**config.mk**
```make
export PLATFORM = sky130hd
export DESIGN_NAME = box_pyramid_gen
export DESIGN_NICKNAME = d
export VERILOG_FILES = /design/src/rtl/box_pyramid_pkg.sv /design/src/rtl/box_pyramid_addr_gen.sv /design/src/rtl/box_pyramid_gen.sv
export SDC_FILE = /design/constraint.sdc
export NUM_CORES = 1
export LEC_CHECK = 0
export ABC_CLOCK_PERIOD_IN_PS = 5100
export BUFFER_PORTS_ARGS = -buffer_cell sky130_fd_sc_hd__clkbuf_2
export CAP_MARGIN = 20
export CORE_ASPECT_RATIO = 1.75
export CORE_MARGIN = 5
export CORE_UTILIZATION = 45
export CTS_CLUSTER_DIAMETER = 200
export CTS_CLUSTER_SIZE = 12
export DETAILED_ROUTE_END_ITERATION = 12
export PLACE_DENSITY_LB_ADDON = 0.1
export SYNTH_ARGS = -nofsm -noshare
export SYNTH_HDL_FRONTEND = slang
export SYNTH_SLANG_ARGS = --single-unit
```
**constraint.sdc**
```tcl
create_clock -name CLK -period 5.1 [get_ports CLK]
set_input_delay 0.765 -clock CLK [delete_from_list [all_inputs] [get_ports CLK]]
set_output_delay 0.765 -clock CLK [all_outputs]
set_load 0.05 [all_outputs]
```
**src/rtl/box_pyramid_pkg.sv**
```systemverilog
// Shared types and address-map helpers for the box-count pyramid generator.
package box_pyramid_pkg;

  typedef enum logic [2:0] {
    ST_IDLE  = 3'd0,
    ST_RUN   = 3'd1,
    ST_GAP   = 3'd2,
    ST_FLUSH = 3'd3,
    ST_DONE  = 3'd4
  } state_t;

  function automatic int unsigned addr_w(input int unsigned box_idx);
    return 2 * box_idx + 1;
  endfunction

  function automatic int unsigned sat_max(input int unsigned data_len);
    return (32'd1 << data_len) - 32'd1;
  endfunction

  // Packed base of level k: every coarser level sits directly after the finer ones.
  function automatic int unsigned level_base(input int unsigned k, input int unsigned box_idx);
    int unsigned b;
    b = 0;
    for (int unsigned j = 0; j < box_idx; j++)
      if (j < k) b += 32'd1 << (2 * (box_idx - j));
    return b;
  endfunction

endpackage

```
**src/rtl/box_pyramid_addr_gen.sv**
```systemverilog
// Level/row/col/child counters and the read/write addresses they map to.
module box_pyramid_addr_gen
  import box_pyramid_pkg::*;
#(
  parameter int unsigned BOX_IDX = 3,
  parameter int unsigned LEVELS  = BOX_IDX
) (
  input  logic                         CLK,
  input  logic                         RST,
  input  logic                         init,
  input  logic                         adv,
  input  logic                         next_lvl,
  input  logic                         clr,
  output logic [$clog2(BOX_IDX+1)-1:0] level,
  output logic [2*BOX_IDX:0]           rd_addr,
  output logic [2*BOX_IDX:0]           wr_addr,
  output logic [1:0]                   child,
  output logic                         last_cell,
  output logic                         last_level
);

  localparam int unsigned ADDR_W = addr_w(BOX_IDX);
  localparam int unsigned LW     = $clog2(BOX_IDX + 1);
  localparam logic [LW-1:0]      LVL_ONE = 1;
  localparam logic [BOX_IDX-1:0] RC_ONE  = 1;

  logic [BOX_IDX-1:0] row, col;
  logic [31:0] lv, sh, side_m1, rd_full, wr_full;

  always_comb begin
    lv      = 32'(level);
    sh      = BOX_IDX - lv;
    side_m1 = (32'd1 << sh) - 32'd1;
    // Child (2r+dy, 2c+dx) of the previous level, whose side is twice the current one.
    rd_full = level_base(lv - 32'd1, BOX_IDX)
            + (((32'(row) << 1) | 32'(child[1])) << (sh + 32'd1))
            + ((32'(col) << 1) | 32'(child[0]));
    wr_full = level_base(lv, BOX_IDX) + (32'(row) << sh) + 32'(col);
    rd_addr = rd_full[ADDR_W-1:0];
    wr_addr = wr_full[ADDR_W-1:0];
    last_cell  = (32'(row) == side_m1) && (32'(col) == side_m1) && (child == 2'd3);
    last_level = (lv == LEVELS);
  end

  always_ff @(posedge CLK or posedge RST) begin
    if (RST) begin
      level <= '0;
      row   <= '0;
      col   <= '0;
      child <= '0;
    end else if (clr) begin
      level <= '0;
      row   <= '0;
      col   <= '0;
      child <= '0;
    end else if (init) begin
      level <= LVL_ONE;
      row   <= '0;
      col   <= '0;
      child <= '0;
    end else begin
      if (next_lvl) level <= level + LVL_ONE;
      if (adv) begin
        child <= child + 2'd1;
        if (child == 2'd3) begin
          if (32'(col) == side_m1) begin
            col <= '0;
            row <= (32'(row) == side_m1) ? '0 : row + RC_ONE;
          end else begin
            col <= col + RC_ONE;
          end
        end
      end
    end
  end

endmodule

```
**src/rtl/box_pyramid_gen.sv**
```systemverilog
// Builds coarser box-count levels as saturating 2x2 sums, written back into the same RAM.
module box_pyramid_gen
  import box_pyramid_pkg::*;
#(
  parameter int unsigned BOX_IDX  = 3,
  parameter int unsigned DATA_LEN = 12,
  parameter int unsigned LEVELS   = BOX_IDX
) (
  input  logic                         CLK,
  input  logic                         RST,
  input  logic                         start,
  output logic                         rd_en,
  output logic [2*BOX_IDX:0]           rd_addr,
  input  logic [DATA_LEN-1:0]          rd_data,
  output logic                         wr_en,
  output logic [2*BOX_IDX:0]           wr_addr,
  output logic [DATA_LEN-1:0]          wr_data,
  output logic                         busy,
  output logic                         done,
  output logic [$clog2(BOX_IDX+1)-1:0] level,
  output logic                         sat_flag
);

  localparam int unsigned ADDR_W    = addr_w(BOX_IDX);
  localparam int unsigned SAT_MAX_I = sat_max(DATA_LEN);
  localparam logic [DATA_LEN+1:0] SAT_MAX = (DATA_LEN+2)'(SAT_MAX_I);

  state_t state, state_nx;
  logic gap_cnt;
  logic init, adv, next_lvl, clr;
  logic [ADDR_W-1:0] ag_rd_addr, ag_wr_addr, waddr1;
  logic [1:0] child, ch1;
  logic last_cell, last_level, v1;
  logic [DATA_LEN+1:0] acc, sum_c;
  logic clamp, wr_load;

  box_pyramid_addr_gen #(.BOX_IDX(BOX_IDX), .LEVELS(LEVELS)) u_addr (
    .CLK(CLK), .RST(RST), .init(init), .adv(adv), .next_lvl(next_lvl), .clr(clr),
    .level(level), .rd_addr(ag_rd_addr), .wr_addr(ag_wr_addr), .child(child),
    .last_cell(last_cell), .last_level(last_level)
  );

  always_comb begin
    state_nx = state;
    init     = 1'b0;
    adv      = 1'b0;
    next_lvl = 1'b0;
    clr      = 1'b0;
    case (state)
      ST_IDLE:  if (start) begin state_nx = ST_RUN; init = 1'b1; end
      ST_RUN: begin
        adv = 1'b1;
        if (last_cell) state_nx = last_level ? ST_FLUSH : ST_GAP;
      end
      ST_GAP:   if (gap_cnt) begin state_nx = ST_RUN; next_lvl = 1'b1; end
      // Only the last cell's write can still be pending here.
      ST_FLUSH: if (wr_en) state_nx = ST_DONE;
      ST_DONE:  begin state_nx = ST_IDLE; clr = 1'b1; end
      default:  state_nx = ST_IDLE;
    endcase
  end

  assign rd_en   = (state == ST_RUN);
  assign rd_addr = rd_en ? ag_rd_addr : '0;
  assign busy    = (state == ST_RUN) || (state == ST_GAP) || (state == ST_FLUSH);
  assign done    = (state == ST_DONE);

  always_comb begin
    sum_c   = ((ch1 == 2'd0) ? '0 : acc) + {2'b00, rd_data};
    clamp   = (sum_c > SAT_MAX);
    wr_load = v1 && (ch1 == 2'd3);
  end

  always_ff @(posedge CLK or posedge RST) begin
    if (RST) begin
      state    <= ST_IDLE;
      gap_cnt  <= 1'b0;
      sat_flag <= 1'b0;
      v1       <= 1'b0;
      ch1      <= '0;
      waddr1   <= '0;
      acc      <= '0;
      wr_en    <= 1'b0;
      wr_addr  <= '0;
      wr_data  <= '0;
    end else begin
      state   <= state_nx;
      gap_cnt <= (state == ST_GAP) ? ~gap_cnt : 1'b0;
      if (init)                  sat_flag <= 1'b0;
      else if (wr_load && clamp) sat_flag <= 1'b1;
      v1     <= rd_en;
      ch1    <= child;
      waddr1 <= ag_wr_addr;
      if (v1) acc <= sum_c;
      wr_en <= wr_load;
      if (wr_load) begin
        wr_addr <= waddr1;
        wr_data <= clamp ? SAT_MAX[DATA_LEN-1:0] : sum_c[DATA_LEN-1:0];
      end
    end
  end

endmodule

```
# ---- Word-level counts from Yosys, hierarchy flattened
# Cells that the tools add are included.
dict set report op_classes {
  n_shift 3
  add_sub_neg 17
  n_bitwise 3
  muxes 41
  n_eq_ne 13
  reduce_logical 16
  n_lt_le_gt_ge 7
}
# operator count
set op_table {}
lappend op_table {{$eq A3 B32 Y1} 2}
lappend op_table {{$lt A1 B32 Y1 const A} 2}
lappend op_table {{$mux W7} 7}
lappend op_table {{$mux W3} 15}
lappend op_table {{$add A32 B1 Y32 const B} 1}
lappend op_table {{$lt A2 B32 Y1 const A} 1}
lappend op_table {{$shl A1 B32 Y32 const A} 1}
lappend op_table {{$shl A3 B32 Y7} 1}
lappend op_table {{$shl A32 B32 Y7} 1}
lappend op_table {{$sub A32 B1 Y32 const B} 1}
lappend op_table {{$add A7 B7 Y7} 3}
lappend op_table {{$add A14 B12 Y14} 1}
lappend op_table {{$add A7 B3 Y7 const B} 2}
lappend op_table {{$add A7 B5 Y7 const B} 2}
lappend op_table {{$gt A14 B12 Y1 const B} 1}
lappend op_table {{$mux W14} 1}
lappend op_table {{$mux W12} 1}
lappend op_table {{$mux W2} 6}
lappend op_table {{$pmux W3 S4} 1}
lappend op_table {{$reduce_bool A3 Y1} 4}
lappend op_table {{$mux W1} 10}
lappend op_table {{$or A4 B1 Y4} 2}
lappend op_table {{$add A7 B3 Y7} 1}
lappend op_table {{$add A3 B1 Y3 const B} 2}
lappend op_table {{20 further kinds} 31}
dict set report word_totals {
  output_inout_bits 33
  reg_bits 59
  word_cells 114
}

# ---- Logic depth before layout (Yosys ltp)
dict set report depth {
  word_depth 10
  mapped_depth 16
  depth_no_buf 14
}

# ---- Modules after synthesis
# Synthesis repeated with hierarchy kept, for this count alone.
dict set report hier_totals {
  hier_cells 412
  hier_area_um2 3883.7
}
# module n_inst area_each_um2 seq_area_each_um2 cells_each
set by_module_without_submodules {}
lappend by_module_without_submodules {box_pyramid_gen 1 2524.9 1226.2 257}
lappend by_module_without_submodules {box_pyramid_addr_gen 1 1358.8 250.2 155}

# ---- Worst setup path before layout
# OpenSTA, ideal clock, no wires.
dict set report synth_timing {
  path_type {register to output}
  start {reg u_addr.level[1]}
  end {out rd_addr[6]}
  required_ps 4335
  path_stages_with_launch 15
  setup_slack_ps 193
  path_buffers 1
  t_arrival_ps 4142
  cell_sequence {dfrtp_1 > clkinv_1 > ha_1 > clkbuf_1 > o21a_1 > nand2b_1 > fa_1 > inv_1 > ha_1 > a21o_1 > a21oi_1 > o21bai_1 > a21oi_1 > xnor2_1 > nor2_1}
}
dict set report synth_between {
  elab_chain_cells 10
  word_cells_on_any_way 15
  classes_between {add/sub (7); order compare (3); shift (1); mux (4)}
}
# element line
set synth_rtl {}
lappend synth_rtl {{start, declared} box_pyramid_addr_gen.sv:14} ;# output logic [$clog2(BOX_IDX+1)-1:0] level,
lappend synth_rtl {{start signal, assigned} box_pyramid_addr_gen.sv:62} ;# if (next_lvl) level <= level + LVL_ONE;
lappend synth_rtl {{$sub A2 B1 Y3} box_pyramid_addr_gen.sv:35} ;# rd_full = level_base(lv - 32'd1, BOX_IDX)
lappend synth_rtl {{$lt A1 B32 Y1} box_pyramid_pkg.sv:25} ;# if (j < k) b += 32'd1 << (2 * (box_idx - j));
lappend synth_rtl {{$mux W7} box_pyramid_pkg.sv:25}
lappend synth_rtl {{$add A7 B5 Y7} box_pyramid_pkg.sv:25}
lappend synth_rtl {{$mux W7} box_pyramid_pkg.sv:25}
lappend synth_rtl {{$add A7 B3 Y7} box_pyramid_pkg.sv:25}
lappend synth_rtl {{$mux W7} box_pyramid_pkg.sv:25}
lappend synth_rtl {{$add A7 B7 Y7 *} box_pyramid_addr_gen.sv:36} ;# + (((32'(row) << 1) | 32'(child[1])) << (sh + 32'd1))
lappend synth_rtl {{$add A7 B7 Y7 *} box_pyramid_addr_gen.sv:37} ;# + ((32'(col) << 1) | 32'(child[0]));
lappend synth_rtl {{$mux W7 *} box_pyramid_gen.sv:64} ;# assign rd_addr = rd_en ? ag_rd_addr : '0;
lappend synth_rtl {{end, declared} box_pyramid_gen.sv:13} ;# output logic [2*BOX_IDX:0] rd_addr,
# Every way passes the cells marked *; elsewhere a longest branch is shown, timed or not.

# ---- Worst setup path in the final report
# Same ends and word-level chain as after synthesis.

==> metrics.csv <==
stage,metric,value,unit
logic_synthesis,top cell type by total area after synthesis,dfrtp_1,
flow_run,max-cap check violation count,0,
setup_path,"Slowest-stage cell, CP",ha_1,
outcome,status,"complete, no violations",
final_layout,"most common cell after layout, fill and taps aside",dfrtp_1,
power_and_ir_drop,logic gate share of total power,0.545,
logic_synthesis,#FFs+latches synth,59,
final_layout,Area Growth Syn to Fin,16.9,%
placement,pre-CTS WS,0.747,ns
placement,DPL Wire Length,6870,µm
setup_path,crit path launch type,register,
sta,Finish-stage setup viols,0,
final_layout,final core utilization,0.539,
route,Final ANT Viol Nets,0,
logic_synthesis,top cell type's share of synthesized area,0.385,
grt,first-pass GRT wire length,14800,µm
die,core area,0.00831,mm²
setup_path,critical path capture point type,output port,
logic_synthesis,"Primary FF master, synth",dfrtp_1,
sta,unrepaired setup endpoints after global routing,no,
power_and_ir_drop,power density cells,708,mW/mm²
route,iteration count of the initial detailed-routing pass,4,
power_and_ir_drop,VDD IR-drop max,0.000285,V
setup_path,crit-path cells,"clkinv_1, ha_1, o21a_1, nand2b_1, fa_1, inv_1, ha_1, a21o_1, a21oi_1, o21bai_1, a21oi_1, xnor2_1, nor2_1, clkbuf_2",
grt,total global-route track usage,0.181,
final_layout,FILL cells,770,
cts,cts bufs inserted,9,
power_and_ir_drop,Internal Power,1700,µW
grt,routing usage on met3,0.0451,
cts,Root Buffer,clkbuf_16,
setup_path,CP peak stage delay,0.55,ns
placement,gpl congestion,0.898,
die,io pins,48,
setup_path,crit path max fanout,10,
route,vias per inst,5.34,
power_and_ir_drop,Sw Ratio,0.463,
setup_path,CP top delay family,adder cells,
logic_synthesis,top area cells in the synthesized netlist,"dfrtp_1 (38%), ha_1 (12%), nor2_1 (4.1%)",
cts,# clock sinks,59,
setup_path,FF-to-FF setup slack,1.96,ns
placement,DP Cell Count,558,
hold_path,Tightest Hold Check Type,reg2reg,
cts,H-tree levels,3,
die,Die Width,79.8,µm
grt,vias in the first global route,3064,
power_and_ir_drop,Seq pwr share,0.254,
final_layout,most frequent cells in the layout,"dfrtp_1 (59), clkbuf_2 (47), nor2_1 (42), ha_1 (36), a21oi_1 (30)",
grt,GR Util met2,0.335,
die,row count,44,
cts,CTS resizes,0,
grt,GRT busiest layer,met2,
placement,PortBufs,47,
sta,Setup TNS,0,ns
die,Starting Density,0.462,
logic_synthesis,Post-Syn Nets,460,
power_and_ir_drop,Clock power frac,0.202,
cts,CTS tree,yes,
hold_path,Hold Crit Depth,1,
power_and_ir_drop,Net Sw Power,1470,µW
final_layout,n_diodes,0,
setup_path,worst setup path class,reg2out,
logic_synthesis,asr flop ratio synth,1.00,
sta,Peak Freq,213,MHz
final_layout,area of the multi-input gates,0.00219,mm²
setup_path,critical path depth in cells,14,
grt,M1 GR Usage,0.187,
grt,largest net degree at the start of global routing,60,
final_layout,final std cells w/o fill,573,
cts,CTS max path bufs,2,
route,drt first-iter violations,103,
final_layout,nets,510,
final_layout,Register Area,0.00148,mm²
sta,Final Cycle Share,0.922,
grt,GRT overflow,0,
cts,CTS hold repair buffers,0,
final_layout,share of post-route cells with drive strength above 1,0.186,
die,Die Y,132,µm
sta,Final Hold Viols,0,
cts,"Clk Latency, worst-skew pair",0.33,ns
route,via count,3062,
sta,Slew headroom,0.485,
sta,Worst Clk Skew,0.00514,ns
cts,"Reg clk slew, reported paths",0.05,ns
route,Avg WL per Cell,15.4,µm
logic_synthesis,Syn Inst Count,404,
setup_path,CP required,4.34,ns
sta,fin crit period,4.70,ns
route,Remaining DRCs,0,
grt,initial antenna violation count,0,
sta,count of pins over their slew limit,0,
logic_synthesis,Post-synth EDFFs,0,
sta,worst slew pin tran,0.773,ns
setup_path,R2R cell count,13,
placement,cell area after placement,0.00417,mm²
die,die footprint,0.0105,mm²
power_and_ir_drop,leakage power figure,0.00219,µW
cts,setup bufs post-CTS,0,
setup_path,CP arrival,3.94,ns
logic_synthesis,Yosys cell types,56,
logic_synthesis,Mean Syn Cell Area,9.50,µm²
logic_synthesis,Yosys warning total,0,
sta,setup ws final,0.397,ns
logic_synthesis,mapped cell area,0.00384,mm²
final_layout,cell area after layout,0.00448,mm²
setup_path,worst path bufs/invs,3,
logic_synthesis,sequential share of the synthesized area,0.385,
route,Final Routed Wirelength,8850,µm
[routing by layer]
layer	vias to the layer above	part of all wire	wire length, µm
met5	-	0	0
met4	0	0.035	310
met3	17	0.034	303
met2	62	0.56	4920
met1	1468	0.38	3320
li1	1515	-	-
[power groups by stage]
| stage | registers, µW | clock network [µW] | logic (µW) |
|---|---|---|---|
| after floorplan | 986 | 0 | 1180 |
| after global placement | 808 | 0 | 1720 |
| after detailed placement | 816 | 0 | 1750 |
| after CTS | 808 | 660 | 1760 |
| after global routing | 832 | 675 | 1920 |
| final | 805 | 640 | 1730 |
[final cells by class]
cell class | instances | area share
well taps | 115 | 0.0321
clock buffers | 10 | 0.0533
clock inverters | 5 | 0.0173
multi-input cells | 308 | 0.488
repair buffers | 51 | 0.0592
flip-flops and latches | 59 | 0.329
inverters | 25 | 0.0209
[state kept, by name (all words and copies together) (netlist names)]
name          count
u_addr.child      2
wr_en             1
acc              14
wr_data          12
u_addr.row        3
gap_cnt           1
waddr1            7
u_addr.col        3
ch1               2
sat_flag          1
state             3
v1                1
wr_addr           7
u_addr.level      2
[kinds of logic after synthesis]
logic type               synth area share
adder cells (fa/ha/maj)             0.143
AND/OR/NAND/NOR                     0.165
XOR/XNOR                           0.0571
AO/OA/AOI/OAI                       0.162
buffers and inverters              0.0450
flip-flops                          0.385
multiplexers                       0.0424
[through the flow]
| stage | hold WS, ns | power, µW |
|---|---|---|
| floorplan | 0.417 | 2160 |
| global placement | 0.460 | 2530 |
| detailed placement | 0.465 | 2560 |
| CTS | 0.475 | 3220 |
| global route | 0.488 | 3430 |
| finish | 0.472 | 3170 |
[path summary, 6_finish.rpt]
| path | endpoint | start |
|---|---|---|
| setup / recovery | rd_addr[6] | u_addr.level[1]$_DFFE_PP0P_ |
| hold / removal | wr_addr[2]$_DFFE_PP0P_ | waddr1[2]$_DFF_PP0_ |
| setup reg to reg | wr_data[5]$_DFFE_PP0P_ | ch1[1]$_DFF_PP0_ |
| hold reg to reg | wr_addr[2]$_DFFE_PP0P_ | waddr1[2]$_DFF_PP0_ |
| max in group asynchronous | u_addr.row[2]$_DFFE_PP0P_ | RST |
| min in group asynchronous | wr_addr[4]$_DFFE_PP0P_ | RST |
[worst register-to-register path, cell delays in order, from the launching register on]
cell      delay, ns
dfrtp_1        0.38
nor2_1         0.06
buf_4          0.20
nor2b_1        0.13
ha_1           0.17
inv_1          0.05
fa_1           0.40
nand2b_1       0.18
a21oi_1        0.28
o21ai_1        0.16
a31oi_1        0.30
nand2b_1       0.18
o21ai_4        0.36
a31oi_1        0.14
[synth_stat cells, types with 5 or more instances]
| cell | instances |
|---|---|
| inv_1 | 23 |
| mux2_2 | 10 |
| clkbuf_1 | 5 |
| nor2b_1 | 13 |
| nand3_1 | 5 |
| o21ai_0 | 21 |
| a31oi_1 | 12 |
| nor2_1 | 42 |
| mux2i_1 | 5 |
| xnor2_1 | 15 |
| a21o_1 | 8 |
| ha_1 | 36 |
| nand2b_1 | 9 |
| nand2_1 | 28 |
| a21oi_1 | 30 |
| fa_1 | 5 |
| nor3_1 | 8 |
| and2_1 | 5 |
| dfrtp_1 | 59 |
| xor2_1 | 10 |
Note: power is estimated with default switching activity, not from simulation.
